File: config.mk
export PLATFORM = sky130hd
export DESIGN_NAME = id_scoreboard
export DESIGN_NICKNAME = d
export VERILOG_FILES = /design/src/rtl/cpu_pkg.sv /design/src/rtl/sb_entry.sv /design/src/rtl/id_scoreboard.sv
export SDC_FILE = /design/constraint.sdc
export NUM_CORES = 1
export LEC_CHECK = 0
export BUFFER_PORTS_ARGS = -buffer_cell sky130_fd_sc_hd__buf_4
export CAP_MARGIN = 40
export CORE_UTILIZATION = 55
export CTS_CLUSTER_DIAMETER = 120
export DETAILED_ROUTE_END_ITERATION = 8
export PLACE_DENSITY = 0.79
export SLEW_MARGIN = 30
export SYNTH_ARGS = -nofsm -noshare
export SYNTH_HDL_FRONTEND = slang
export SYNTH_HIERARCHICAL = 1
export SYNTH_SLANG_ARGS = --single-unit
File: constraint.sdc
create_clock -name clk -period 3.55 [get_ports clk]
set_input_delay 0.355 -clock clk [delete_from_list [all_inputs] [get_ports clk]]
set_output_delay 0.355 -clock clk [all_outputs]
set_load 0.005 [all_outputs]
File: src/rtl/cpu_pkg.sv
// cpu_pkg: constants shared by the ID-stage scoreboard and its entries.
//   - Register-file geometry (NREG, AW, NSRC) and producer latency codes.
//   - LAT_UNK (all-ones) marks an unknown-latency producer such as the divider.
//   - src_field() extracts operand k from the packed source-index bus.
package cpu_pkg;

    localparam int unsigned CPU_NREG    = 32;
    localparam int unsigned CPU_AW      = 5;
    localparam int unsigned CPU_NSRC    = 3;
    localparam int unsigned CPU_MAX_LAT = 6;
    localparam int unsigned CPU_LW      = $clog2(CPU_MAX_LAT + 2);

    typedef logic [CPU_AW-1:0] reg_idx_t;
    typedef logic [CPU_LW-1:0] lat_t;

    localparam lat_t LAT_ALU  = lat_t'(0);
    localparam lat_t LAT_LOAD = lat_t'(1);
    localparam lat_t LAT_MUL  = lat_t'(2);
    localparam lat_t LAT_UNK  = '1;

    function automatic reg_idx_t src_field(input logic [CPU_NSRC*CPU_AW-1:0] bus,
                                           input int unsigned                 k);
        return bus[k*CPU_AW +: CPU_AW];
    endfunction

endpackage

File: src/rtl/sb_entry.sv
// sb_entry: tracking state for one architectural register.
//   i_clk, i_resetn : clock, asynchronous active-low reset
//   i_flush         : discard all tracking at the edge
//   i_issue, i_lat  : a producer targeting this register issues with latency i_lat
//   i_wb            : unknown-latency writeback to this register
//   o_pend          : register still has an in-flight write
//   o_unk           : an unknown-latency producer is outstanding
module sb_entry #(
    parameter int unsigned LW = 3
) (
    input  logic          i_clk,
    input  logic          i_resetn,
    input  logic          i_flush,
    input  logic          i_issue,
    input  logic [LW-1:0] i_lat,
    input  logic          i_wb,
    output logic          o_pend,
    output logic          o_unk
);

    localparam logic [LW-1:0] LatUnk = '1;

    logic [LW-1:0] r_cnt;
    logic          r_unk;
    logic [LW-1:0] w_cnt_d;
    logic          w_unk_d;

    // Priority: flush > issue > writeback > decrement.
    always_comb begin
        w_cnt_d = (r_cnt != '0) ? r_cnt - LW'(1) : '0;
        w_unk_d = r_unk;
        if (i_wb) begin
            w_unk_d = 1'b0;
        end
        if (i_issue) begin
            if (i_lat == LatUnk) begin
                w_cnt_d = '0;
                w_unk_d = 1'b1;
            end else begin
                w_cnt_d = i_lat;
                w_unk_d = 1'b0;
            end
        end
        if (i_flush) begin
            w_cnt_d = '0;
            w_unk_d = 1'b0;
        end
    end

    always_ff @(posedge i_clk or negedge i_resetn) begin
        if (!i_resetn) begin
            r_cnt <= '0;
            r_unk <= 1'b0;
        end else begin
            r_cnt <= w_cnt_d;
            r_unk <= w_unk_d;
        end
    end

    assign o_pend = (r_cnt != '0) || r_unk;
    assign o_unk  = r_unk;

endmodule

File: src/rtl/id_scoreboard.sv
// id_scoreboard: per-register RAW/WAW tracking beside the ID stage.
//   src_idx/src_en         : source operands of the instruction in ID
//   dst_we/dst_idx/dst_lat : its destination and producer latency (LAT_UNK = unknown)
//   issue_fire             : instruction accepted into EX this cycle
//   wb_valid/wb_idx        : unknown-latency producer writeback
//   flush                  : discard all in-flight tracking
//   src_hazard             : per-source RAW hazard
//   issue_ready            : no RAW or WAW hazard
//   pending_any            : some register still pending
module id_scoreboard
    import cpu_pkg::*;
#(
    parameter int unsigned NREG    = CPU_NREG,
    parameter int unsigned AW      = CPU_AW,
    parameter int unsigned NSRC    = CPU_NSRC,
    parameter int unsigned MAX_LAT = CPU_MAX_LAT,
    parameter int unsigned LW      = $clog2(MAX_LAT + 2)
) (
    input  logic               clk,
    input  logic               resetn,
    input  logic [NSRC*AW-1:0] src_idx,
    input  logic [NSRC-1:0]    src_en,
    input  logic               dst_we,
    input  logic [AW-1:0]      dst_idx,
    input  logic [LW-1:0]      dst_lat,
    input  logic               issue_fire,
    input  logic               wb_valid,
    input  logic [AW-1:0]      wb_idx,
    input  logic               flush,
    output logic [NSRC-1:0]    src_hazard,
    output logic               issue_ready,
    output logic               pending_any
);

    logic [NREG-1:0] w_pend;
    logic [NREG-1:0] w_unk;
    logic [AW-1:0]   w_src_idx [NSRC];
    logic            w_waw;

    // r0 is hard-wired zero and never tracked.
    assign w_pend[0] = 1'b0;
    assign w_unk[0]  = 1'b0;

    for (genvar r = 1; r < NREG; r++) begin : g_ent
        sb_entry #(
            .LW (LW)
        ) u_ent (
            .i_clk    (clk),
            .i_resetn (resetn),
            .i_flush  (flush),
            .i_issue  (issue_fire && dst_we && (dst_idx == AW'(r))),
            .i_lat    (dst_lat),
            .i_wb     (wb_valid && (wb_idx == AW'(r))),
            .o_pend   (w_pend[r]),
            .o_unk    (w_unk[r])
        );
    end

    for (genvar k = 0; k < NSRC; k++) begin : g_src
        assign w_src_idx[k]  = src_field(src_idx, k);
        assign src_hazard[k] = src_en[k] && (w_src_idx[k] != '0) && w_pend[w_src_idx[k]];
    end

    // An older divider writeback must not clear tracking of a newer write.
    assign w_waw       = dst_we && (dst_idx != '0) && w_unk[dst_idx];
    assign issue_ready = ~|src_hazard && !w_waw;
    assign pending_any = |w_pend;

endmodule

==> reports/metrics.cfg <==
[route]
drtIter0Drc = 1102
ant_nets = 0
vias = 7848
detail_route.drc_violations = 0
via_per_inst = 6.32
routed_wl_um = 22600
wire_per_inst_um = 18.2
dr.pass1.iters = 5

[finish]
drive_above_1_share_pct = 13.5
layout_commonest_cell = nand2_1
final_cell_mix = 202 x nand2_1, 187 x nor2_1, 128 x a21oi_1
fillers = 1241
final_util_pct = 63.8
nNetsFinal = 1081
areaGrowthSynthToFinish_pct = 13.2
finalInstanceArea_um2 = 9230

[synth]
netlist.area_leader.share_pct = 38.0
syn_inst = 1021
seq_area_frac_synth_pct = 38.0
synth.largest_area_cell = dfrtp_1
ys_warn_count = 6
synth_edf_count = 0
synth_area_per_cell_um2 = 7.99
async_reset_ff_share_pct = 100
synth_area_leaders = dfrtp_1 38%, nand2_1 9.3%, nor2_1 8.6%, a21oi_1 7.9%, mux4_2 4.1%
yosysUniqueCellTypes = 44
synth_seq_cells = 124
synth_flop_cell = dfrtp_1
netlist_area_um2 = 8160
synth_fp_nets = 1058

[grt]
track_usage_pct = 30.9
grt_overflow = 0
grt_max_degree = 125
first_global_vias = 7109
grt_antenna_before_repair = 1
grt_pass1_wl_um = 36100

[floorplanning]
ios = 42
die_area_um2 = 15300
fp.coreArea_um2 = 14500
die_h_um = 124
start_util_pct = 56.4
dieWidth_um = 124
std_cell_rows = 44

[run_status]
outcome = finished, final reports clean

[timing]
min_period_over_period_pct = 88.4
period_minus_slack_ns = 3.14
relSlewSlack_pct = 51.1
maxSlewViolCount = 0
skew_ns = 0.00617
setup-tns-final_ns = 0
final-hold-violation-count = 0
grt_setup_unrepaired = false
worst_pin_slew_ns = 0.733
final-setup-viol-count = 0
fmax_mhz = 319

[setup_path]
r2r-start = g_ent[5].u_ent/r_cnt[0]
rr_endpoint = g_ent[5].u_ent/r_cnt[2]
reg2regPathDepth = 3
cp_max_fo = 4
slowest_delay_ns = 0.52
crit_required_ns = 3.19
critical_path.top_delay_family = multiplexers
r2r_slack_ns = 2.49
cp_slowest_cell = mux4_1
crit_type = register to primary output
path_cells = nor2_1 > nand2_1 > mux4_1 > mux2_2 > or3_1 > o2111ai_2 > o32ai_1 > nor3_2 > buf_4
endpoint_kind = primary output
arrival_ns = 2.78
crit_path_start_kind = register
path_buf_inv = 1

[power_and_ir_drop]
p_clk_share_pct = 50.8
combPwrFrac_pct = 9.9
power_switching_mw = 0.887
intPower_mw = 2.73
ir_drop_mv = 0.341
power.leakage_nw = 4.00
swShare_pct = 24.5
seqPwrFrac_pct = 39.2
powerDensity_nw_per_um2 = 392

[clocking]
cts_tree = yes
cts_max_path_buffers = 2
cts_max_level = 4
cts_resized = 0
clock_sinks = 124
cts-root-buf = clkbuf_16
cts_buffers = 17
clk-insertion-delay-late_ns = 0.43
path_clk_slew_ns = 0.06

[placement]
place_congestion = 0.947
placed_cell_area_um2 = 8570
dp_hpwl_um = 14500
io_buffers = 41

[flow_run]
maxCapViolations = 0

[min_path]
hold_path.class = input pin to async pin

[routing by layer]
layer	wire length, µm	part of all wire [%]	GRT usage (%)	vias up
met5	0	0	0	-
met4	623	2.8	11.4	0
met3	2230	9.8	9.34	58
met2	10200	45	46.3	402
met1	9570	42	42.1	3674
li1	-	-	-	3714
[per-stage QoR]
step / total power, mW / hold WS, ns / std cells / setup WS, ns
global route: 3.74 / 0.315 / 1241 / 0.155
detailed placement: 1.79 / 0.483 / 1207 / 0.858
global placement: 1.79 / 0.473 / 1207 / 0.937
finish: 3.62 / 0.312 / 1242 / 0.412
CTS: 3.63 / 0.0217 / 1239 / 0.397
floorplan: 1.59 / 0.0594 / 1021 / 1.18
[logic make-up (layout without fill, tap and decap cells)]
| group | count (synthesis) | count (layout) | synth area share (%) |
|---|---|---|---|
| mux | 43 | 43 | 9.91 |
| flops | 124 | 124 | 38.0 |
| buf+inv | 53 | 89 | 3.14 |
| other cells | 0 | 1 | 0 |
| compound gates | 240 | 240 | 17.7 |
| simple gates | 561 | 561 | 31.2 |
[power by group through the flow]
stage / sequential (mW) / combinational [mW] / clock [mW]
4_1_cts: 1.42 / 0.348 / 1.86
2_1_floorplan: 1.45 / 0.140 / 0
3_5_place_dp: 1.45 / 0.348 / 0
5_1_grt: 1.42 / 0.391 / 1.93
6_report: 1.42 / 0.359 / 1.84
3_3_place_gp: 1.45 / 0.345 / 0
[worst reg2reg max path, stage by stage (launching register included)]
cell	delay, ns
dfrtp_1	0.39
nor2_1	0.08
or3b_1	0.36
a21oi_1	0.15
[repair_timing]
item,in CTS,in global routing
setup endpoints to repair,0,0
hold endpoints to repair,0,7
hold buffers,0,1
setup buffers,0,0
[Yosys cell counts (4+ instances only)]
cell type	count
mux2i_1	8
nor3_1	5
nand3_1	65
mux2_2	9
clkbuf_2	31
nand4_1	33
nor2_1	187
clkbuf_1	13
nor2b_1	5
a211oi_1	32
nand2b_1	5
nand2_1	202
nor4_1	7
a21o_2	31
and3_1	4
mux4_2	15
o21ai_0	36
dfrtp_1	124
mux4_1	11
inv_1	4
a21oi_1	128
or3b_1	31
[sequential cells by signal, summed over array words and instances, names as in the netlist]
name	flops
g_ent.u_ent/o_unk	31
g_ent.u_ent/r_cnt	93
[worst max-delay path by stage]
stage	start	endpoint	slack, ns	cells after the start
detailed placement	g_ent[18].u_ent/r_cnt[1]	issue_ready	0.86	9
finish	g_ent[18].u_ent/r_cnt[1]	issue_ready	0.41	9
global placement	g_ent[22].u_ent/r_cnt[1]	issue_ready	0.94	9
CTS	g_ent[18].u_ent/r_cnt[1]	issue_ready	0.40	9
global route	g_ent[7].u_ent/r_cnt[1]	issue_ready	0.15	7
floorplan	g_ent[18].u_ent/r_cnt[1]	issue_ready	1.18	8
[final cells by class]
cell class / instances / area [µm²] / share of cell area (%)
multi-input combinational: 844 / 4800 / 52.0
tap: 184 / 230 / 2.49
timing repair buffer: 53 / 458 / 4.96
sequential: 124 / 3100 / 33.6
clock inverter: 12 / 169 / 1.83
clock buffer: 20 / 457 / 4.95
antenna: 1 / 2.50 / 0.0271
inverter: 4 / 15.0 / 0.163
Note: power is estimated with default switching activity, not from simulation.
